**config.mk**
```make
export PLATFORM = sky130hd
export DESIGN_NAME = tm_sequencer_flat
export DESIGN_NICKNAME = d
export VERILOG_FILES = /design/src/rtl/tm_pkg.sv /design/src/rtl/tm_sequencer_if.sv /design/src/rtl/tm_decode.sv /design/src/rtl/tm_sequencer.sv /design/src/flat_wrapper.sv
export SDC_FILE = /design/constraint.sdc
export NUM_CORES = 1
export LEC_CHECK = 0
export ABC_AREA = 1
export BUFFER_PORTS_ARGS = -buffer_cell sky130_fd_sc_hd__buf_2
export CAP_MARGIN = 5
export CORE_ASPECT_RATIO = 2
export CORE_MARGIN = 4
export CORE_UTILIZATION = 35
export CTS_CLUSTER_DIAMETER = 40
export CTS_CLUSTER_SIZE = 30
export DETAILED_ROUTE_END_ITERATION = 6
export SKIP_CTS_REPAIR_TIMING = 1
export SYNTH_ARGS = -nofsm -noshare
export SYNTH_HDL_FRONTEND = slang
export SYNTH_SLANG_ARGS = --single-unit
```
**constraint.sdc**
```tcl
create_clock -name clk -period 1.6 [get_ports clk]
set_input_delay 0.08 -clock clk [delete_from_list [all_inputs] [get_ports clk]]
set_output_delay 0.08 -clock clk [all_outputs]
set_load 0.02 [all_outputs]
```
**src/rtl/tm_pkg.sv**
```systemverilog
// Shared definitions for the Turing-machine sequencer: program-word field
// positions, sequencer states, halt-cause codes and the decoded half-word.
package tm_pkg;

    localparam int LABEL_W = 6;
    localparam int WORD_W  = 16;
    localparam int POS_W   = 8;
    localparam int STEP_W  = 16;

    // Bit-0 half occupies [15:8], bit-1 half occupies [7:0]
    localparam int TOG0_BIT  = 15;
    localparam int MOVE0_BIT = 14;
    localparam int NEXT0_LO  = 8;
    localparam int TOG1_BIT  = 7;
    localparam int MOVE1_BIT = 6;
    localparam int NEXT1_LO  = 0;

    typedef enum logic [2:0] {
        ST_IDLE,
        ST_FETCH,
        ST_EXEC,
        ST_MOVE,
        ST_HALT
    } tm_state_e;

    typedef enum logic [1:0] {
        CAUSE_NONE       = 2'b00,
        CAUSE_GOTO_ZERO  = 2'b01,
        CAUSE_OOB        = 2'b10,
        CAUSE_STEP_LIMIT = 2'b11
    } halt_cause_e;

    typedef struct packed {
        logic               toggle;
        logic               move_right;
        logic [LABEL_W-1:0] next;
    } half_word_t;

endpackage

```
**src/rtl/tm_sequencer_if.sv**
```systemverilog
// Bundle between the sequencer (master) and its program page / tape track (slave).
interface tm_sequencer_if;
    import tm_pkg::*;

    logic               start;
    logic [LABEL_W-1:0] instr_addr;
    logic [WORD_W-1:0]  instr_data;
    logic               cell_state;
    logic [POS_W-1:0]   position;
    logic               write_flag;
    logic               busy;
    logic               halted;
    logic [1:0]         halt_cause;
    logic [STEP_W-1:0]  step_count;

    modport master (
        input  start, instr_data, cell_state,
        output instr_addr, position, write_flag, busy, halted, halt_cause, step_count
    );

    modport slave (
        output start, instr_data, cell_state,
        input  instr_addr, position, write_flag, busy, halted, halt_cause, step_count
    );

endinterface

```
**src/rtl/tm_decode.sv**
```systemverilog
// Combinational half-word selector: the tape bit picks which half of the
// program word supplies toggle, move direction and next label.
module tm_decode
    import tm_pkg::*;
(
    input  logic              cell_state,
    input  logic [WORD_W-1:0] word,
    output half_word_t        sel
);

    logic [LABEL_W-1:0] next_sel;

    for (genvar gi = 0; gi < LABEL_W; gi++) begin : g_next
        assign next_sel[gi] = cell_state ? word[NEXT1_LO + gi] : word[NEXT0_LO + gi];
    end

    assign sel = '{
        toggle:     cell_state ? word[TOG1_BIT]  : word[TOG0_BIT],
        move_right: cell_state ? word[MOVE1_BIT] : word[MOVE0_BIT],
        next:       next_sel
    };

endmodule

```
**src/rtl/tm_sequencer.sv**
```systemverilog
// Turing-machine sequencer: FETCH/EXEC/MOVE step loop over an external program
// page and tape track. Defining STEP_LIMIT_EN adds a halt after MAX_STEPS steps.
module tm_sequencer
    import tm_pkg::*;
#(
    parameter int TRACK_LENGTH = 64,
    parameter int START_POS    = 1,
    parameter int START_STATE  = 1,
    parameter int MAX_STEPS    = 256
) (
    input  logic          clk,
    input  logic          rst_n,
    tm_sequencer_if.master bus
);

    localparam logic [POS_W-1:0]   RESET_POS   = POS_W'(START_POS);
    localparam logic [POS_W-1:0]   LAST_POS    = POS_W'(TRACK_LENGTH - 1);
    localparam logic [LABEL_W-1:0] RESET_LABEL = LABEL_W'(START_STATE);
    localparam logic [31:0]        STEP_LIMIT  = 32'(MAX_STEPS);
`ifdef STEP_LIMIT_EN
    localparam bit LIMIT_EN = 1'b1;
`else
    localparam bit LIMIT_EN = 1'b0;
`endif

    tm_state_e          state_q, state_d;
    logic [POS_W-1:0]   pos_q, pos_d;
    logic [LABEL_W-1:0] label_q, label_d;
    logic [STEP_W-1:0]  steps_q, steps_d;
    halt_cause_e        cause_q, cause_d;
    logic               move_q, move_d;
    logic [LABEL_W-1:0] next_q, next_d;

    half_word_t         sel;
    logic               toggle_req;
    logic [STEP_W-1:0]  steps_inc;
    logic               oob;
    logic               limit_hit;

    tm_decode u_decode (
        .cell_state (bus.cell_state),
        .word       (bus.instr_data),
        .sel        (sel)
    );

    always_ff @(posedge clk or negedge rst_n) begin
        if (!rst_n) begin
            state_q <= ST_IDLE;
            pos_q   <= RESET_POS;
            label_q <= RESET_LABEL;
            steps_q <= '0;
            cause_q <= CAUSE_NONE;
            move_q  <= 1'b0;
            next_q  <= '0;
        end else begin
            state_q <= state_d;
            pos_q   <= pos_d;
            label_q <= label_d;
            steps_q <= steps_d;
            cause_q <= cause_d;
            move_q  <= move_d;
            next_q  <= next_d;
        end
    end

    always_comb begin
        state_d    = state_q;
        pos_d      = pos_q;
        label_d    = label_q;
        steps_d    = steps_q;
        cause_d    = cause_q;
        move_d     = move_q;
        next_d     = next_q;
        toggle_req = 1'b0;

        steps_inc = (steps_q == '1) ? steps_q : steps_q + 1'b1;
        oob       = move_q ? (pos_q == LAST_POS) : (pos_q == '0);
        limit_hit = LIMIT_EN && ({16'd0, steps_inc} >= STEP_LIMIT);

        case (state_q)
            ST_IDLE, ST_HALT: begin
                if (bus.start) begin
                    pos_d   = RESET_POS;
                    label_d = RESET_LABEL;
                    steps_d = '0;
                    cause_d = CAUSE_NONE;
                    state_d = ST_FETCH;
                end
            end
            ST_FETCH: state_d = ST_EXEC;
            ST_EXEC: begin
                // Decoded fields are latched so a toggle landing on the tape
                // this cycle cannot change the move/next used in MOVE.
                toggle_req = sel.toggle;
                move_d     = sel.move_right;
                next_d     = sel.next;
                state_d    = ST_MOVE;
            end
            ST_MOVE: begin
                steps_d = steps_inc;
                label_d = next_q;
                if (oob) begin
                    cause_d = CAUSE_OOB;
                    state_d = ST_HALT;
                end else begin
                    pos_d = move_q ? pos_q + 1'b1 : pos_q - 1'b1;
                    if (next_q == '0) begin
                        cause_d = CAUSE_GOTO_ZERO;
                        state_d = ST_HALT;
                    end else if (limit_hit) begin
                        cause_d = CAUSE_STEP_LIMIT;
                        state_d = ST_HALT;
                    end else begin
                        state_d = ST_FETCH;
                    end
                end
            end
            default: state_d = ST_IDLE;
        endcase
    end

    assign bus.instr_addr = label_q;
    assign bus.position   = pos_q;
    assign bus.write_flag = toggle_req;
    assign bus.busy       = (state_q == ST_FETCH) || (state_q == ST_EXEC) || (state_q == ST_MOVE);
    assign bus.halted     = (state_q == ST_HALT);
    assign bus.halt_cause = cause_q;
    assign bus.step_count = steps_q;

endmodule

```
**src/flat_wrapper.sv**
```systemverilog
// flat-port wrapper written by rule: the top's interface ports become plain ports
module tm_sequencer_flat import tm_pkg::*;
#(
    parameter int TRACK_LENGTH = 64,
    parameter int START_POS    = 1,
    parameter int START_STATE  = 1,
    parameter int MAX_STEPS    = 256
)
  (clk, rst_n, bus_start, bus_instr_data, bus_cell_state, bus_instr_addr, bus_position, bus_write_flag, bus_busy, bus_halted, bus_halt_cause, bus_step_count);
  tm_sequencer_if bus_i ();
  input  logic clk;
  input  logic rst_n;
  input wire logic [$bits(bus_i.start)-1:0] bus_start;
  input wire logic [$bits(bus_i.instr_data)-1:0] bus_instr_data;
  input wire logic [$bits(bus_i.cell_state)-1:0] bus_cell_state;
  output wire logic [$bits(bus_i.instr_addr)-1:0] bus_instr_addr;
  output wire logic [$bits(bus_i.position)-1:0] bus_position;
  output wire logic [$bits(bus_i.write_flag)-1:0] bus_write_flag;
  output wire logic [$bits(bus_i.busy)-1:0] bus_busy;
  output wire logic [$bits(bus_i.halted)-1:0] bus_halted;
  output wire logic [$bits(bus_i.halt_cause)-1:0] bus_halt_cause;
  output wire logic [$bits(bus_i.step_count)-1:0] bus_step_count;
  assign bus_i.start = bus_start;
  assign bus_i.instr_data = bus_instr_data;
  assign bus_i.cell_state = bus_cell_state;
  assign bus_instr_addr = bus_i.instr_addr;
  assign bus_position = bus_i.position;
  assign bus_write_flag = bus_i.write_flag;
  assign bus_busy = bus_i.busy;
  assign bus_halted = bus_i.halted;
  assign bus_halt_cause = bus_i.halt_cause;
  assign bus_step_count = bus_i.step_count;
  tm_sequencer #(.TRACK_LENGTH(TRACK_LENGTH), .START_POS(START_POS), .START_STATE(START_STATE), .MAX_STEPS(MAX_STEPS)) u_core (.clk(clk), .rst_n(rst_n), .bus(bus_i));
endmodule
```
==> impl_metrics.json, run 1 <==
{
  "syn_to_final_growth_pct": 36.4,
  "wl_per_cell_um": 14.2,
  "irDropWorstVdd_mv": 0.668,
  "cp-start-kind": "register",
  "min_period_ps": 1560,
  "fmax_mhz": 640,
  "finalSetupTns_ps": 0,
  "leakage_nw": 1.90,
  "swShare": 0.455,
  "drcViolationCount": 0,
  "final_util": 0.487,
  "cts_tree": "built",
  "max_cap_viol_count": 0,
  "grt_pass1_wl_mm": 12.4,
  "synthTopCellsByArea": "dfrtp_1, nand2_1, nand3_1, inv_1, nor2_1",
  "synth_top_area_frac": 0.372,
  "final_nets": 482,
  "dp_cells": 530,
  "std_cell_rows": 45,
  "first_global_vias": 2659,
  "hold_class": "primary input to register",
  "max_slew_margin": 0.631,
  "die_x_um": 70.0,
  "p_comb_frac": 0.585,
  "syn_area_per_cell_um2": 7.39,
  "rsz0062_at_grt": "true",
  "seq_area_frac_synth": 0.391,
  "clkLatencyLatePin_ps": 290,
  "routed_wl_mm": 7.80,
  "hold_ws_ps": 37.3,
  "setup_viol": 0,
  "fin_ws_ps": 36.5,
  "initial_core_util": 0.357,
  "synth_top_area_cell": "dfrtp_1",
  "ys_seq_elements": 42,
  "io_pins": 55,
  "finalClockSkew_ps": 4.56,
  "fp.dieArea_um2": 9240,
  "critical_path_class": "register to register",
  "io_buffers": 54,
  "routabilityCongestion": 0.918,
  "dpl.hpwl_mm": 5.67,
  "insertedDiodeCount": 0,
  "antenna_found_initial": 0,
  "clock_sinks": 42,
  "firstDrtPassIters": 4,
  "ys_types": 35,
  "overflow": 0,
  "ant_nets": 0,
  "slew_violations": 0,
  "crit_required_ps": 1820,
  "run_status": "complete, no violations",
  "mappedNetlistNets": 392,
  "h-tree-depth": 2,
  "post-place-ws_ps": -38.2,
  "clkTransAtPathRegs_ps": 60,
  "p_sw_mw": 3.14,
  "grt_usage": 0.168,
  "powerDensity_nw_per_um2": 1880,
  "die_h_um": 132,
  "pwr-share-seq": 0.263,
  "yosysWarningCount": 0,
  "ctsLongestPathBuffers": 2,
  "cts_root_buf": "clkbuf_16",
  "pwr-share-clk": 0.153,
  "vias_per_cell": 4.94,
  "crit_path_max_fanout": 5,
  "syn_inst": 364,
  "synth_area_um2": 2690,
  "tightestPinTransition_ps": 554,
  "core_area_um2": 7540,
  "fin_cells": 549,
  "vias": 2712,
  "p_int_mw": 3.76,
  "drt_iter0_markers": 105,
  "fin_crit_sh": 0.977,
  "hold_violations": 0,
  "arrival_ps": 1790,
  "grt_max_degree": 43,
  "layout-drive-gt1-share": 0.358,
  "numCtsBuffers": 5,
  "cp-end-kind": "register"
}
power by group through the flow:
stage	clock, mW	combinational, mW	sequential [mW]
6_report	1.05	4.03	1.81
4_1_cts	1.09	3.43	1.77
5_1_grt	1.12	4.48	1.86
3_5_place_dp	0	3.41	1.79
2_1_floorplan	0	1.95	2.04
3_3_place_gp	0	3.38	1.78
registers in the layout, indices dropped and copies added, names as in the netlist:
register               count
u_core.state_q             3
u_core.bus.position        8
u_core.bus.instr_addr      6
u_core.bus.step_count     16
u_core.next_q              6
u_core.bus.halt_cause      2
u_core.move_q              1
critical path, cell delays in order (launching register included):
cell       delay [ps]
dfrtp_2           410
inv_1              90
nor3_2            260
nand2_4            90
o21ai_4           310
clkbuf_16         220
nand2_2            50
o21ai_2            50
stage by stage:
step           power (mW)  instance area, um^2
2_1_floorplan        3.99                 2700
3_3_place_gp         5.16                 3250
3_5_place_dp         5.20                 3250
4_1_cts              6.29                 3400
5_1_grt              7.46                 3670
6_report             6.90                 3670
cells in the final DEF, fill, tap and decap left out, types with 5 or more instances in the layout:
master / synthesis / routed
nand2_1: 104 / 101
buf_2: 3 / 54
inv_1: 43 / 40
dfrtp_1: 40 / 34
nor2_1: 36 / 32
nand3_1: 34 / 30
buf_4: 0 / 28
o21ai_0: 19 / 17
nand2_2: 12 / 14
o21ai_2: 9 / 10
o211ai_1: 8 / 8
nand4_1: 7 / 7
clkbuf_16: 0 / 7
nor2_2: 2 / 6
xor2_1: 6 / 6
dfrtp_2: 0 / 6
ha_4: 0 / 5
cells by family after synthesis:
logic type,synth area share
adder cells (fa/ha/maj),0.0400
AO/OA/AOI/OAI,0.117
AND/OR/NAND/NOR,0.344
buffers and inverters,0.0814
multiplexers,0.00372
XOR/XNOR,0.0228
flip-flops,0.391
synthesized netlist by cell type:
cell      instances
a21o_1            1
a21oi_1           5
a31o_2            1
and2_1            2
buf_2             3
buf_6             2
clkbuf_1          1
clkinv_2          1
dfrtp_1          40
dfstp_2           2
fa_1              1
ha_1              7
inv_1            43
inv_2             3
mux2i_1           1
nand2_1         104
nand2_2          12
nand3_1          34
nand3_2           1
nand3_4           2
nand3b_1          1
nand4_1           7
nor2_1           36
nor2_2            2
nor2_4            1
nor3_1            3
o211ai_1          8
o21ai_0          19
o21ai_2           9
o21ai_4           1
o21bai_1          2
o22a_1            1
or2_2             1
xnor2_1           1
xor2_1            6
worst paths after layout:
path	from	endpoint	slack, ps	cells after the start
setup / recovery	u_core.bus.step_count[12]	u_core.bus.step_count[2]	40	7
hold / removal	bus_instr_data[14]	u_core.move_q	40	3
setup reg to reg	u_core.bus.step_count[12]	u_core.bus.step_count[2]	40	7
hold reg to reg	u_core.bus.instr_addr[4]	u_core.bus.instr_addr[4]	490	2
max in group asynchronous	rst_n	u_core.bus.step_count[12]	790	3
min in group asynchronous	rst_n	u_core.bus.position[3]	400	3
layer usage:
metal  up-vias  GRT usage  share of wire  wire length (um)
li1       1357          -              -                 -
met1      1273      0.172           0.35              2760
met2        60      0.306           0.56              4380
met3        22     0.0275          0.032               251
met4         0      0.112          0.053               411
met5         -          0              0                 0
cell type report:
cell class	count	area (um^2)
inverters	47	184
flip-flops and latches	42	1060
multi-input cells	269	1550
well taps	94	118
clock inverters	2	12.5
clock buffers	6	139
repair buffers	89	603
fillers	759	3870
Note: power is estimated with default switching activity, not from simulation.
==> run 2: changes to the inputs <==
- SYNTH_HIERARCHICAL: default -> 1
==> impl_metrics.json, run 2 <==
{
  "ctsLongestPathBuffers": 2,
  "firstDrtPassIters": 4,
  "leakage_nw": 1.86,
  "drcViolationCount": 0,
  "cp-end-kind": "register",
  "h-tree-depth": 2,
  "ff2ff_path_depth": 10,
  "layout-drive-gt1-share": 0.340,
  "hold_class": "primary input to register",
  "cp-start-kind": "register",
  "nFillCells": 733,
  "die_x_um": 68.5,
  "crit_required_ps": 1820,
  "synth_top_area_cell": "dfrtp_1",
  "antenna_found_initial": 0,
  "critical_path_class": "register to register",
  "cts_tree": "built",
  "pwr-share-clk": 0.168,
  "rrSetupSlack_ps": 40,
  "final_cell_mix": "nand2_1, buf_2, dfrtp_1, inv_1, nor2_1",
  "die_h_um": 129,
  "std_cell_rows": 43,
  "power_mw": 6.16,
  "p_sw_mw": 2.75,
  "fmax_mhz": 641,
  "routabilityCongestion": 0.886,
  "wl_per_cell_um": 13.2,
  "pwr-share-seq": 0.286,
  "max_slew_margin": 0.672,
  "ys_seq_elements": 42,
  "synthTopCellsByArea": "dfrtp_1, nand2_1, nand3_1, nor2_1, inv_1",
  "swShare": 0.446,
  "busiest_layer": "met2",
  "overflow": 0,
  "rsz0062_at_grt": "true",
  "drt_iter0_markers": 113,
  "core_area_um2": 7050,
  "mappedNetlistNets": 379,
  "met2_usage": 0.309,
  "grt_max_degree": 24,
  "whs_endpoint": "u_core/state_q[2]",
  "grt_use_met1": 0.166,
  "synthTopCellsByCount": "nand2_1, dfrtp_1, nor2_1",
  "irDropWorstVdd_mv": 0.965,
  "grt_pass1_wl_mm": 11.2,
  "hold_violations": 0,
  "tightestPinTransition_ps": 492,
  "io_pins": 55,
  "routed_wl_mm": 6.95,
  "synth_area_um2": 2570,
  "seqCellArea_um2": 1050,
  "setup_viol": 0,
  "hold_depth": 2,
  "reg2reg_to": "u_core/bus.step_count[5]",
  "rr_startpoint": "u_core/bus.step_count[0]",
  "cts_root_buf": "clkbuf_16",
  "min_period_ps": 1560,
  "synth_top_area_frac": 0.390,
  "run_status": "complete, no violations",
  "path_delay_family": "simple AND/OR/NAND/NOR gates",
  "synth-edff-count": 0,
  "dpl.hpwl_mm": 5.32,
  "p_comb_frac": 0.546,
  "ys_types": 33,
  "powerDensity_nw_per_um2": 1780,
  "stdcell_area_um2": 3450,
  "finalSetupTns_ps": 0,
  "p_int_mw": 3.41,
  "initial_core_util": 0.364,
  "multiInputGateArea_um2": 1430,
  "crit_buf_inv": 1,
  "synthArstFlopShare": 1.00,
  "yosysMostFrequentCell": "nand2_1",
  "grt.met3_usage": 0.0234,
  "fp.dieArea_um2": 8850,
  "numCtsBuffers": 5,
  "insertedDiodeCount": 0,
  "clkTransAtPathRegs_ps": 70,
  "slowest_stage": "dfrtp_1",
  "slew_violations": 0,
  "worst_hold_startpoint": "bus_start",
  "clkLatencyLatePin_ps": 290,
  "ant_nets": 0,
  "placed_area_um2": 3130,
  "grt_usage": 0.166,
  "final_nets": 465,
  "max_cap_viol_count": 0,
  "vias_per_cell": 4.90,
  "path_cells": "ha_2 -> nand2_4 -> nor2_4 -> nand2_2 -> nor2_2 -> nand3_2 -> nand2_4 -> clkbuf_16 -> nand2_2 -> o21ai_1",
  "syn_inst": 351,
  "vias": 2586,
  "synth_flop_cell": "dfrtp_1",
  "cpPeakStageDelay_ps": 350,
  "crit_path_max_fanout": 5,
  "yosysWarningCount": 6,
  "syn_area_per_cell_um2": 7.31,
  "largest_register_ffs": 16,
  "final_util": 0.490,
  "finalClockSkew_ps": 3.70,
  "layout_commonest_cell": "nand2_1",
  "clock_sinks": 42,
  "arrival_ps": 1780,
  "io_buffers": 54,
  "first_global_vias": 2460,
  "seq_area_frac_synth": 0.411,
  "syn_to_final_growth_pct": 34.6,
  "fin_crit_sh": 0.975
}
-- run 2: cell count changes after synthesis, moves of 5 or more --
| cell | delta |
|---|---|
| nand2_1 | +18 |
| inv_1 | -9 |
| o21ai_1 | +6 |
| o21ai_2 | -9 |
| o21ai_0 | -14 |
| nand2_2 | -7 |
| o211ai_1 | -8 |
| a21oi_1 | +5 |
-- run 2: layout make-up --
class,instances,area share
tap,90,0.0326
multi-input combinational,265,0.415
clock inverter,3,0.00688
inverter,37,0.0402
clock buffer,5,0.0362
timing repair buffer,86,0.164
sequential,42,0.305
-- run 2: per-stage QoR --
step | std cells | hold WS, ps | setup WS [ps]
after floorplan | 351 | -216 | -7.46
after global placement | 515 | 82.9 | 18.8
after detailed placement | 515 | 79.3 | -51.8
after CTS | 523 | -234 | -64.5
after global routing | 528 | 117 | -120
final | 528 | 89.9 | 39.3
-- run 2: how the worst max path moves through the flow --
| stage | startpoint | end | slack, ps | depth (start not counted) |
|---|---|---|---|---|
| after floorplan | u_core/bus.position[0] | u_core/bus.position[6] | -7 | 10 |
| after global placement | u_core/move_q | u_core/bus.position[7] | 20 | 8 |
| after detailed placement | u_core/move_q | u_core/bus.position[5] | -50 | 8 |
| after CTS | u_core/move_q | u_core/bus.position[5] | -60 | 8 |
| after global routing | u_core/move_q | u_core/bus.position[5] | -120 | 9 |
| final | u_core/bus.step_count[0] | u_core/bus.step_count[5] | 40 | 10 |
-- run 2: cells by family (layout without fill, tap and decap cells) --
family / after synthesis / after routing / share of synthesized area
simple gates: 221 / 221 / 0.380
buf+inv: 44 / 131 / 0.0741
flops: 42 / 42 / 0.411
compound gates: 28 / 28 / 0.0634
fa+ha+maj: 8 / 8 / 0.0419
xor+xnor: 5 / 5 / 0.0171
mux: 3 / 3 / 0.0132
-- run 2: per-layer routing --
metal  part of all wire  wire (um)
met5                  0          0
met4              0.034        233
met3              0.031        214
met2               0.58       4030
met1               0.36       2480
-- run 2: power by group through the flow --
| stage | clock network [mW] | registers, mW | logic, mW |
|---|---|---|---|
| floorplan | 0 | 2.04 | 1.73 |
| global placement | 0 | 1.75 | 3.05 |
| detailed placement | 0 | 1.76 | 3.09 |
| CTS | 1.06 | 1.75 | 3.10 |
| global route | 1.10 | 1.82 | 3.75 |
| finish | 1.03 | 1.76 | 3.36 |
